<file path="config.mk">
export PLATFORM = sky130hd
export DESIGN_NAME = alu_issue_ctrl
export DESIGN_NICKNAME = d
export VERILOG_FILES = /design/src/rtl/alu_pkg.sv /design/src/rtl/alu_op_decode.sv /design/src/rtl/alu_issue_ctrl.sv
export SDC_FILE = /design/constraint.sdc
export NUM_CORES = 1
export LEC_CHECK = 0
export CAP_MARGIN = 20
export CORE_ASPECT_RATIO = 2
export CORE_MARGIN = 2
export CORE_UTILIZATION = 41
export CTS_CLUSTER_SIZE = 25
export DETAILED_ROUTE_END_ITERATION = 8
export PLACE_DENSITY_LB_ADDON = 0.08
export SLEW_MARGIN = 20
export SYNTH_ARGS = -nofsm -noshare
export SYNTH_HDL_FRONTEND = slang
export SYNTH_SLANG_ARGS = --single-unit
export TNS_END_PERCENT = 10
</file>
<file path="constraint.sdc">
create_clock -name clk -period 4.21 [get_ports clk]
set_input_delay 0.6315 -clock clk [delete_from_list [all_inputs] [get_ports clk]]
set_output_delay 0.6315 -clock clk [all_outputs]
set_load 0.05 [all_outputs]
</file>
<file path="src/rtl/alu_pkg.sv">
// Shared encodings for the ALU issue controller: ALU op codes, RISC-V funct3 values,
// FSM state type and the registered response payload.
package alu_pkg;

  localparam int unsigned XLEN    = 32;
  localparam int unsigned OP_W    = 4;
  localparam int unsigned F3_W    = 3;
  localparam int unsigned SHAMT_W = 5;

  localparam logic [OP_W-1:0] ALU_AND  = 4'b0000;
  localparam logic [OP_W-1:0] ALU_OR   = 4'b0001;
  localparam logic [OP_W-1:0] ALU_ADD  = 4'b0010;
  localparam logic [OP_W-1:0] ALU_SUB  = 4'b0110;
  localparam logic [OP_W-1:0] ALU_SLT  = 4'b0111;
  localparam logic [OP_W-1:0] ALU_SLTU = 4'b1001;
  localparam logic [OP_W-1:0] ALU_XOR  = 4'b1100;
  localparam logic [OP_W-1:0] ALU_SRA  = 4'b1101;
  localparam logic [OP_W-1:0] ALU_SLL  = 4'b1110;
  localparam logic [OP_W-1:0] ALU_SRL  = 4'b1111;

  localparam logic [F3_W-1:0] F3_ADD  = 3'b000;
  localparam logic [F3_W-1:0] F3_SLL  = 3'b001;
  localparam logic [F3_W-1:0] F3_SLT  = 3'b010;
  localparam logic [F3_W-1:0] F3_SLTU = 3'b011;
  localparam logic [F3_W-1:0] F3_XOR  = 3'b100;
  localparam logic [F3_W-1:0] F3_SR   = 3'b101;
  localparam logic [F3_W-1:0] F3_OR   = 3'b110;
  localparam logic [F3_W-1:0] F3_AND  = 3'b111;

  localparam logic [F3_W-1:0] F3_BEQ  = 3'b000;
  localparam logic [F3_W-1:0] F3_BNE  = 3'b001;
  localparam logic [F3_W-1:0] F3_BLT  = 3'b100;
  localparam logic [F3_W-1:0] F3_BGE  = 3'b101;
  localparam logic [F3_W-1:0] F3_BLTU = 3'b110;
  localparam logic [F3_W-1:0] F3_BGEU = 3'b111;

  typedef enum logic [1:0] {
    ST_IDLE = 2'd0,
    ST_EXEC = 2'd1,
    ST_RESP = 2'd2
  } state_e;

  typedef struct packed {
    logic [XLEN-1:0] res;
    logic            zero;
    logic            taken;
    logic            illegal;
  } rsp_t;

  // Branch outcome from the compare result: EQ/NE look at zero, LT/GE at the SLT(U) bit.
  function automatic logic branch_taken(input logic [F3_W-1:0] funct3,
                                        input logic            res0,
                                        input logic            zero);
    logic taken;
    taken = 1'b0;
    case (funct3)
      F3_BEQ:           taken = zero;
      F3_BNE:           taken = !zero;
      F3_BLT, F3_BLTU:  taken = res0;
      F3_BGE, F3_BGEU:  taken = !res0;
      default:          taken = 1'b0;
    endcase
    return taken;
  endfunction

endpackage

</file>
<file path="src/rtl/alu_op_decode.sv">
// Combinational decode of RISC-V arithmetic/branch fields into an ALU op code,
// a shift flag (for operand B masking) and an illegal-branch flag.
module alu_op_decode
  import alu_pkg::*;
(
  input  logic [F3_W-1:0] funct3,
  input  logic            funct7b5,
  input  logic            is_imm,
  input  logic            is_branch,
  output logic [OP_W-1:0] alu_op_c,
  output logic            is_shift_c,
  output logic            illegal_c
);

  always_comb begin
    alu_op_c   = ALU_ADD;
    is_shift_c = 1'b0;
    illegal_c  = 1'b0;
    if (is_branch) begin
      case (funct3)
        F3_BEQ, F3_BNE:   alu_op_c = ALU_SUB;
        F3_BLT, F3_BGE:   alu_op_c = ALU_SLT;
        F3_BLTU, F3_BGEU: alu_op_c = ALU_SLTU;
        default: begin
          alu_op_c  = ALU_ADD;
          illegal_c = 1'b1;
        end
      endcase
    end else begin
      case (funct3)
        F3_ADD:  alu_op_c = (!is_imm && funct7b5) ? ALU_SUB : ALU_ADD;
        F3_SLL: begin
          alu_op_c   = ALU_SLL;
          is_shift_c = 1'b1;
        end
        F3_SLT:  alu_op_c = ALU_SLT;
        F3_SLTU: alu_op_c = ALU_SLTU;
        F3_XOR:  alu_op_c = ALU_XOR;
        // funct7b5 selects arithmetic shift for both R- and I-type forms
        F3_SR: begin
          alu_op_c   = funct7b5 ? ALU_SRA : ALU_SRL;
          is_shift_c = 1'b1;
        end
        F3_OR:   alu_op_c = ALU_OR;
        F3_AND:  alu_op_c = ALU_AND;
        default: alu_op_c = ALU_ADD;
      endcase
    end
  end

endmodule

</file>
<file path="src/rtl/alu_issue_ctrl.sv">
// Single-outstanding issue controller: accepts a request, drives registered operands
// to an external combinational ALU for one cycle, then holds the response until taken.
module alu_issue_ctrl
  import alu_pkg::*;
(
  input  logic            clk,
  input  logic            rst_n,
  input  logic            req_valid,
  output logic            req_ready,
  input  logic [F3_W-1:0] req_funct3,
  input  logic            req_funct7b5,
  input  logic            req_is_imm,
  input  logic            req_is_branch,
  input  logic [XLEN-1:0] req_a,
  input  logic [XLEN-1:0] req_b,
  output logic [XLEN-1:0] alu_A,
  output logic [XLEN-1:0] alu_B,
  output logic [OP_W-1:0] alu_op,
  input  logic [XLEN-1:0] alu_res,
  input  logic            alu_zero,
  output logic            rsp_valid,
  input  logic            rsp_ready,
  output logic [XLEN-1:0] rsp_res,
  output logic            rsp_zero,
  output logic            rsp_taken,
  output logic            rsp_illegal
);

  state_e          state_q, state_d;
  logic            req_ready_q, req_ready_d;
  logic            rsp_valid_q, rsp_valid_d;
  rsp_t            rsp_q, rsp_d;
  logic [XLEN-1:0] alu_a_q, alu_a_d;
  logic [XLEN-1:0] alu_b_q, alu_b_d;
  logic [OP_W-1:0] alu_op_q, alu_op_d;
  logic [F3_W-1:0] funct3_q, funct3_d;
  logic            branch_q, branch_d;
  logic            illegal_q, illegal_d;

  logic [OP_W-1:0] dec_op_c;
  logic            dec_shift_c;
  logic            dec_illegal_c;

  alu_op_decode u_decode (
    .funct3     (req_funct3),
    .funct7b5   (req_funct7b5),
    .is_imm     (req_is_imm),
    .is_branch  (req_is_branch),
    .alu_op_c   (dec_op_c),
    .is_shift_c (dec_shift_c),
    .illegal_c  (dec_illegal_c)
  );

  // Next-state and next-register values
  always_comb begin
    state_d     = state_q;
    rsp_valid_d = rsp_valid_q;
    rsp_d       = rsp_q;
    alu_a_d     = alu_a_q;
    alu_b_d     = alu_b_q;
    alu_op_d    = alu_op_q;
    funct3_d    = funct3_q;
    branch_d    = branch_q;
    illegal_d   = illegal_q;
    case (state_q)
      ST_IDLE: begin
        if (req_valid && req_ready_q) begin
          state_d   = ST_EXEC;
          alu_a_d   = req_a;
          alu_b_d   = dec_shift_c ? XLEN'(req_b[SHAMT_W-1:0]) : req_b;
          alu_op_d  = dec_op_c;
          funct3_d  = req_funct3;
          branch_d  = req_is_branch;
          illegal_d = dec_illegal_c;
        end
      end
      ST_EXEC: begin
        state_d       = ST_RESP;
        rsp_valid_d   = 1'b1;
        rsp_d.res     = alu_res;
        rsp_d.zero    = alu_zero;
        rsp_d.taken   = branch_q && !illegal_q && branch_taken(funct3_q, alu_res[0], alu_zero);
        rsp_d.illegal = illegal_q;
      end
      ST_RESP: begin
        if (rsp_ready) begin
          state_d     = ST_IDLE;
          rsp_valid_d = 1'b0;
        end
      end
      default: begin
        state_d     = ST_IDLE;
        rsp_valid_d = 1'b0;
      end
    endcase
    req_ready_d = (state_d == ST_IDLE);
  end

  // State and output registers; ready is a flop so it stays low through reset
  always_ff @(posedge clk) begin
    if (!rst_n) begin
      state_q     <= ST_IDLE;
      req_ready_q <= 1'b0;
      rsp_valid_q <= 1'b0;
      rsp_q       <= '0;
      alu_a_q     <= '0;
      alu_b_q     <= '0;
      alu_op_q    <= ALU_ADD;
      funct3_q    <= '0;
      branch_q    <= 1'b0;
      illegal_q   <= 1'b0;
    end else begin
      state_q     <= state_d;
      req_ready_q <= req_ready_d;
      rsp_valid_q <= rsp_valid_d;
      rsp_q       <= rsp_d;
      alu_a_q     <= alu_a_d;
      alu_b_q     <= alu_b_d;
      alu_op_q    <= alu_op_d;
      funct3_q    <= funct3_d;
      branch_q    <= branch_d;
      illegal_q   <= illegal_d;
    end
  end

  assign req_ready   = req_ready_q;
  assign rsp_valid   = rsp_valid_q;
  assign rsp_res     = rsp_q.res;
  assign rsp_zero    = rsp_q.zero;
  assign rsp_taken   = rsp_q.taken;
  assign rsp_illegal = rsp_q.illegal;
  assign alu_A       = alu_a_q;
  assign alu_B       = alu_b_q;
  assign alu_op      = alu_op_q;

endmodule

</file>
==> impl_metrics.json <==
{
  "outcome": "finished clean",
  "vias_per_cell": 5.091,
  "max_cap_viols": 0,
  "dieHeight_um": 140.2,
  "finish.utilization_pct": 68.87,
  "worstSetupPathType": "primary input to flop",
  "fmax_mhz": 426.0,
  "cp_slowest_cell": "sky130_fd_sc_hd__and2_2",
  "grt_antenna_before_repair": 0,
  "post_cts_hold_buffer_count": 0,
  "power-per-cell-area_nw_per_um2": 383.6,
  "fin_tns_setup_ps": 0,
  "postLayoutCellArea_um2": 6207,
  "drt-pass1-iter-count": 4,
  "syn_area_um2": 3805,
  "netlist.area_leader.share_pct": 58.93,
  "final-setup-viol-count": 0,
  "totalWireLength_um": 10280,
  "cp-startpoint": "rst_n",
  "dieArea_um2": 10110,
  "dpl-instance-area_um2": 5933,
  "rsz0062_at_grt": "false",
  "hpwlAfterDp_um": 7596,
  "post_cts_sizing_count": 0,
  "design.portCount": 212,
  "overall_die_width_um": 72.12,
  "final.min_clock_period_ps": 2348,
  "report.final.slew_viol_count": 0,
  "worst_slew_margin_rel_pct": 54.46,
  "diodes": 0,
  "cts_buffer_depth": 2,
  "syn-num-nets": 465,
  "grt_util_all_layers_pct": 19.74,
  "finalClockSkew_ps": 7.420,
  "setup.worst_path.end_class": "flop",
  "global_routing_met2_resource_utilization_pct": 35.54,
  "avgRoutedWirePerCell_um": 15.56,
  "rr_startpoint": "req_ready$_SDFF_PN0_",
  "ys.warnings.count": 0,
  "grt_max_degree": 44,
  "place_congestion": 0.7594,
  "clockRootBuffer": "sky130_fd_sc_hd__clkbuf_16",
  "vias": 3365,
  "grt_pass1_vias": 3245,
  "synth_cell_type_count": 31,
  "drtAntennaViolNets": 0,
  "worst-path-max-fanout": 43,
  "global_route.overflow_total": 0,
  "final.period_utilization_pct": 55.76,
  "drtIter0Drc": 83,
  "worstHoldPathType": "flop to flop",
  "timing.final.hold_violations": 0,
  "grt_use_met3_pct": 4.460,
  "placeableCoreArea_um2": 9012,
  "floorplan.rows": 49,
  "worst_skew_pair.late_latency_ps": 340,
  "finalNetCount": 662,
  "remaining_routing_drc_violations": 0,
  "syn_avg_cell_area_um2": 10.63,
  "timing.critical_path.from_type": "primary input",
  "io_buffers": 211,
  "synth_area_leader_cell": "sky130_fd_sc_hd__dfxtp_1",
  "cp_top_delay_family": "buffers and inverters",
  "grt_first_pass_wirelength_um": 15710,
  "timing.critical_path.arrival_ps": 2630,
  "clock_tree_from_tritoncts": "yes",
  "crit_required_ps": 4490,
  "max_slew.worst_pin.slew_ps": 683.0,
  "min-delay-start": "alu_op[0]$_SDFFE_PN0P_",
  "ys_seq_elements": 112,
  "power.static_leakage_uw": 0.002288,
  "cts.htree.levels": 3,
  "synthesis.instances": 358,
  "cts_num_sinks": 112,
  "report.power.total_uw": 2381,
  "seq_area_frac_synth_pct": 58.93,
  "ys_top_cells_by_area": "sky130_fd_sc_hd__dfxtp_1 59%, sky130_fd_sc_hd__a22o_1 16%, sky130_fd_sc_hd__nand2_1 7.1%",
  "met1_routing_resource_usage_after_global_routing_pct": 20.72,
  "worst_setup_hold_path_clk_slew_ps": 70,
  "ir_worst_vdd_mv": 0.3392,
  "number_of_buffers_added_for_setup_after_cts": 0,
  "floorplan.initialDensity_pct": 42.22,
  "crit_path_cell_trace": "clkdlybuf4s50_1, buf_4, and2_2, buf_4, a22o_1",
  "drive_above_1_share_pct": 4.293,
  "timing.critical_path.mode_cell": "sky130_fd_sc_hd__buf_4",
  "number_of_buffers_created_by_cts": 9,
  "buf_inv_on_cp": 3,
  "area_delta_synth_final_pct": 63.14,
  "critPathMaxStageDelay_ps": 670,
  "grt_most_used_layer": "met2"
}
## metal layers
metal	vias up	wire length, um
met5	-	0
met3	22	697
li1	1657	-
met2	138	5487
met4	0	362
met1	1548	3735
## power by group
part / switching, uW / internal (uW)
Combinational: 258 / 206
Clock: 364 / 415
Sequential: 28.7 / 1110
## cells in the mapped netlist
| cell type | instances |
|---|---|
| sky130_fd_sc_hd__a22oi_1 | 1 |
| sky130_fd_sc_hd__buf_6 | 1 |
| sky130_fd_sc_hd__a21boi_0 | 35 |
| sky130_fd_sc_hd__buf_1 | 1 |
| sky130_fd_sc_hd__nor2_1 | 1 |
| sky130_fd_sc_hd__or3_1 | 1 |
| sky130_fd_sc_hd__nor4bb_2 | 1 |
| sky130_fd_sc_hd__nand2_1 | 72 |
| sky130_fd_sc_hd__o21a_1 | 1 |
| sky130_fd_sc_hd__o221ai_1 | 1 |
| sky130_fd_sc_hd__nand4b_1 | 2 |
| sky130_fd_sc_hd__xor2_1 | 1 |
| sky130_fd_sc_hd__nor2b_1 | 4 |
| sky130_fd_sc_hd__nor3_1 | 2 |
| sky130_fd_sc_hd__o21ai_0 | 5 |
| sky130_fd_sc_hd__clkbuf_1 | 18 |
| sky130_fd_sc_hd__buf_2 | 8 |
| sky130_fd_sc_hd__nand3_1 | 3 |
| sky130_fd_sc_hd__o211a_1 | 1 |
| sky130_fd_sc_hd__buf_8 | 2 |
| sky130_fd_sc_hd__nand4bb_1 | 1 |
| sky130_fd_sc_hd__dfxtp_1 | 112 |
| sky130_fd_sc_hd__nand2b_1 | 2 |
| sky130_fd_sc_hd__xnor2_1 | 1 |
| sky130_fd_sc_hd__a21oi_1 | 5 |
| sky130_fd_sc_hd__a22o_1 | 69 |
| sky130_fd_sc_hd__a31oi_1 | 1 |
| sky130_fd_sc_hd__and2_1 | 3 |
| sky130_fd_sc_hd__buf_4 | 1 |
| sky130_fd_sc_hd__o31a_4 | 1 |
| sky130_fd_sc_hd__inv_1 | 1 |
## worst register-to-register path, stage by stage, from the launching register on
cell and delay, ps:
sky130_fd_sc_hd__dfxtp_1 370, sky130_fd_sc_hd__nor4bb_2 410, sky130_fd_sc_hd__and2_1 500, sky130_fd_sc_hd__buf_4 420, sky130_fd_sc_hd__a22o_1 210
## kinds of logic (layout without fill, tap and decap cells)
kind of cell	Yosys count	count (layout)	synth area share (%)
buffers and inverters	32	233	4.308
flip-flops	112	112	58.93
AND/OR/NAND/NOR	92	92	10.69
XOR/XNOR	2	2	0.4605
AO/OA/AOI/OAI	120	120	25.62
## registers in the layout, summed over array words and instances, names as in the netlist, 2 cells and up
signal,count
state_q,2
rsp_res,32
funct3_q,3
alu_A,32
alu_B,32
alu_op,4
## cell type report
cell class / count / area [um2]
clock buffer: 11 / 242.7
clock inverter: 4 / 31.28
fill: 725 / 2805
inverter: 1 / 3.754
multi-input combinational: 214 / 1403
sequential: 112 / 2242
tap: 102 / 127.6
timing repair buffer: 217 / 2157
## placed cells by master (no fill, tap or decap), types with 2 or more instances in the layout
cell type                         Yosys  routed
sky130_fd_sc_hd__clkbuf_16            0       9
sky130_fd_sc_hd__a22o_1              69      69
sky130_fd_sc_hd__nand3_1              3       3
sky130_fd_sc_hd__nand2_1             72      72
sky130_fd_sc_hd__dfxtp_1            112     112
sky130_fd_sc_hd__buf_4                1       6
sky130_fd_sc_hd__clkinvlp_4           0       3
sky130_fd_sc_hd__a21boi_0            35      35
sky130_fd_sc_hd__clkdlybuf4s50_1      0     211
sky130_fd_sc_hd__nor2b_1              4       3
sky130_fd_sc_hd__nand2b_1             2       2
sky130_fd_sc_hd__and2_1               3       2
sky130_fd_sc_hd__nand4b_1             2       2
sky130_fd_sc_hd__a21oi_1              5       5
sky130_fd_sc_hd__o21ai_0              5       5
sky130_fd_sc_hd__nor3_1               2       2
## per-stage QoR
step                      std cells  hold slack, ps  setup WS (ps)
after global routing            661           468.0           1737
after detailed placement        646           439.8           1498
after floorplan                 358           449.1           2364
after global placement          646           434.5           1527
final                           661           446.4           1862
after CTS                       661           449.1           1844
## final timing paths
| path | endpoint | slack [ps] | cells past startpoint |
|---|---|---|---|
| min | alu_op[0]$_SDFFE_PN0P_ | 450 | 2 |
| min reg2reg | alu_op[0]$_SDFFE_PN0P_ | 450 | 2 |
| max reg2reg | alu_A[21]$_SDFFE_PN0P_ | 2250 | 4 |
| max | alu_A[13]$_SDFFE_PN0P_ | 1860 | 5 |
Power figures use the tool's default switching activity.
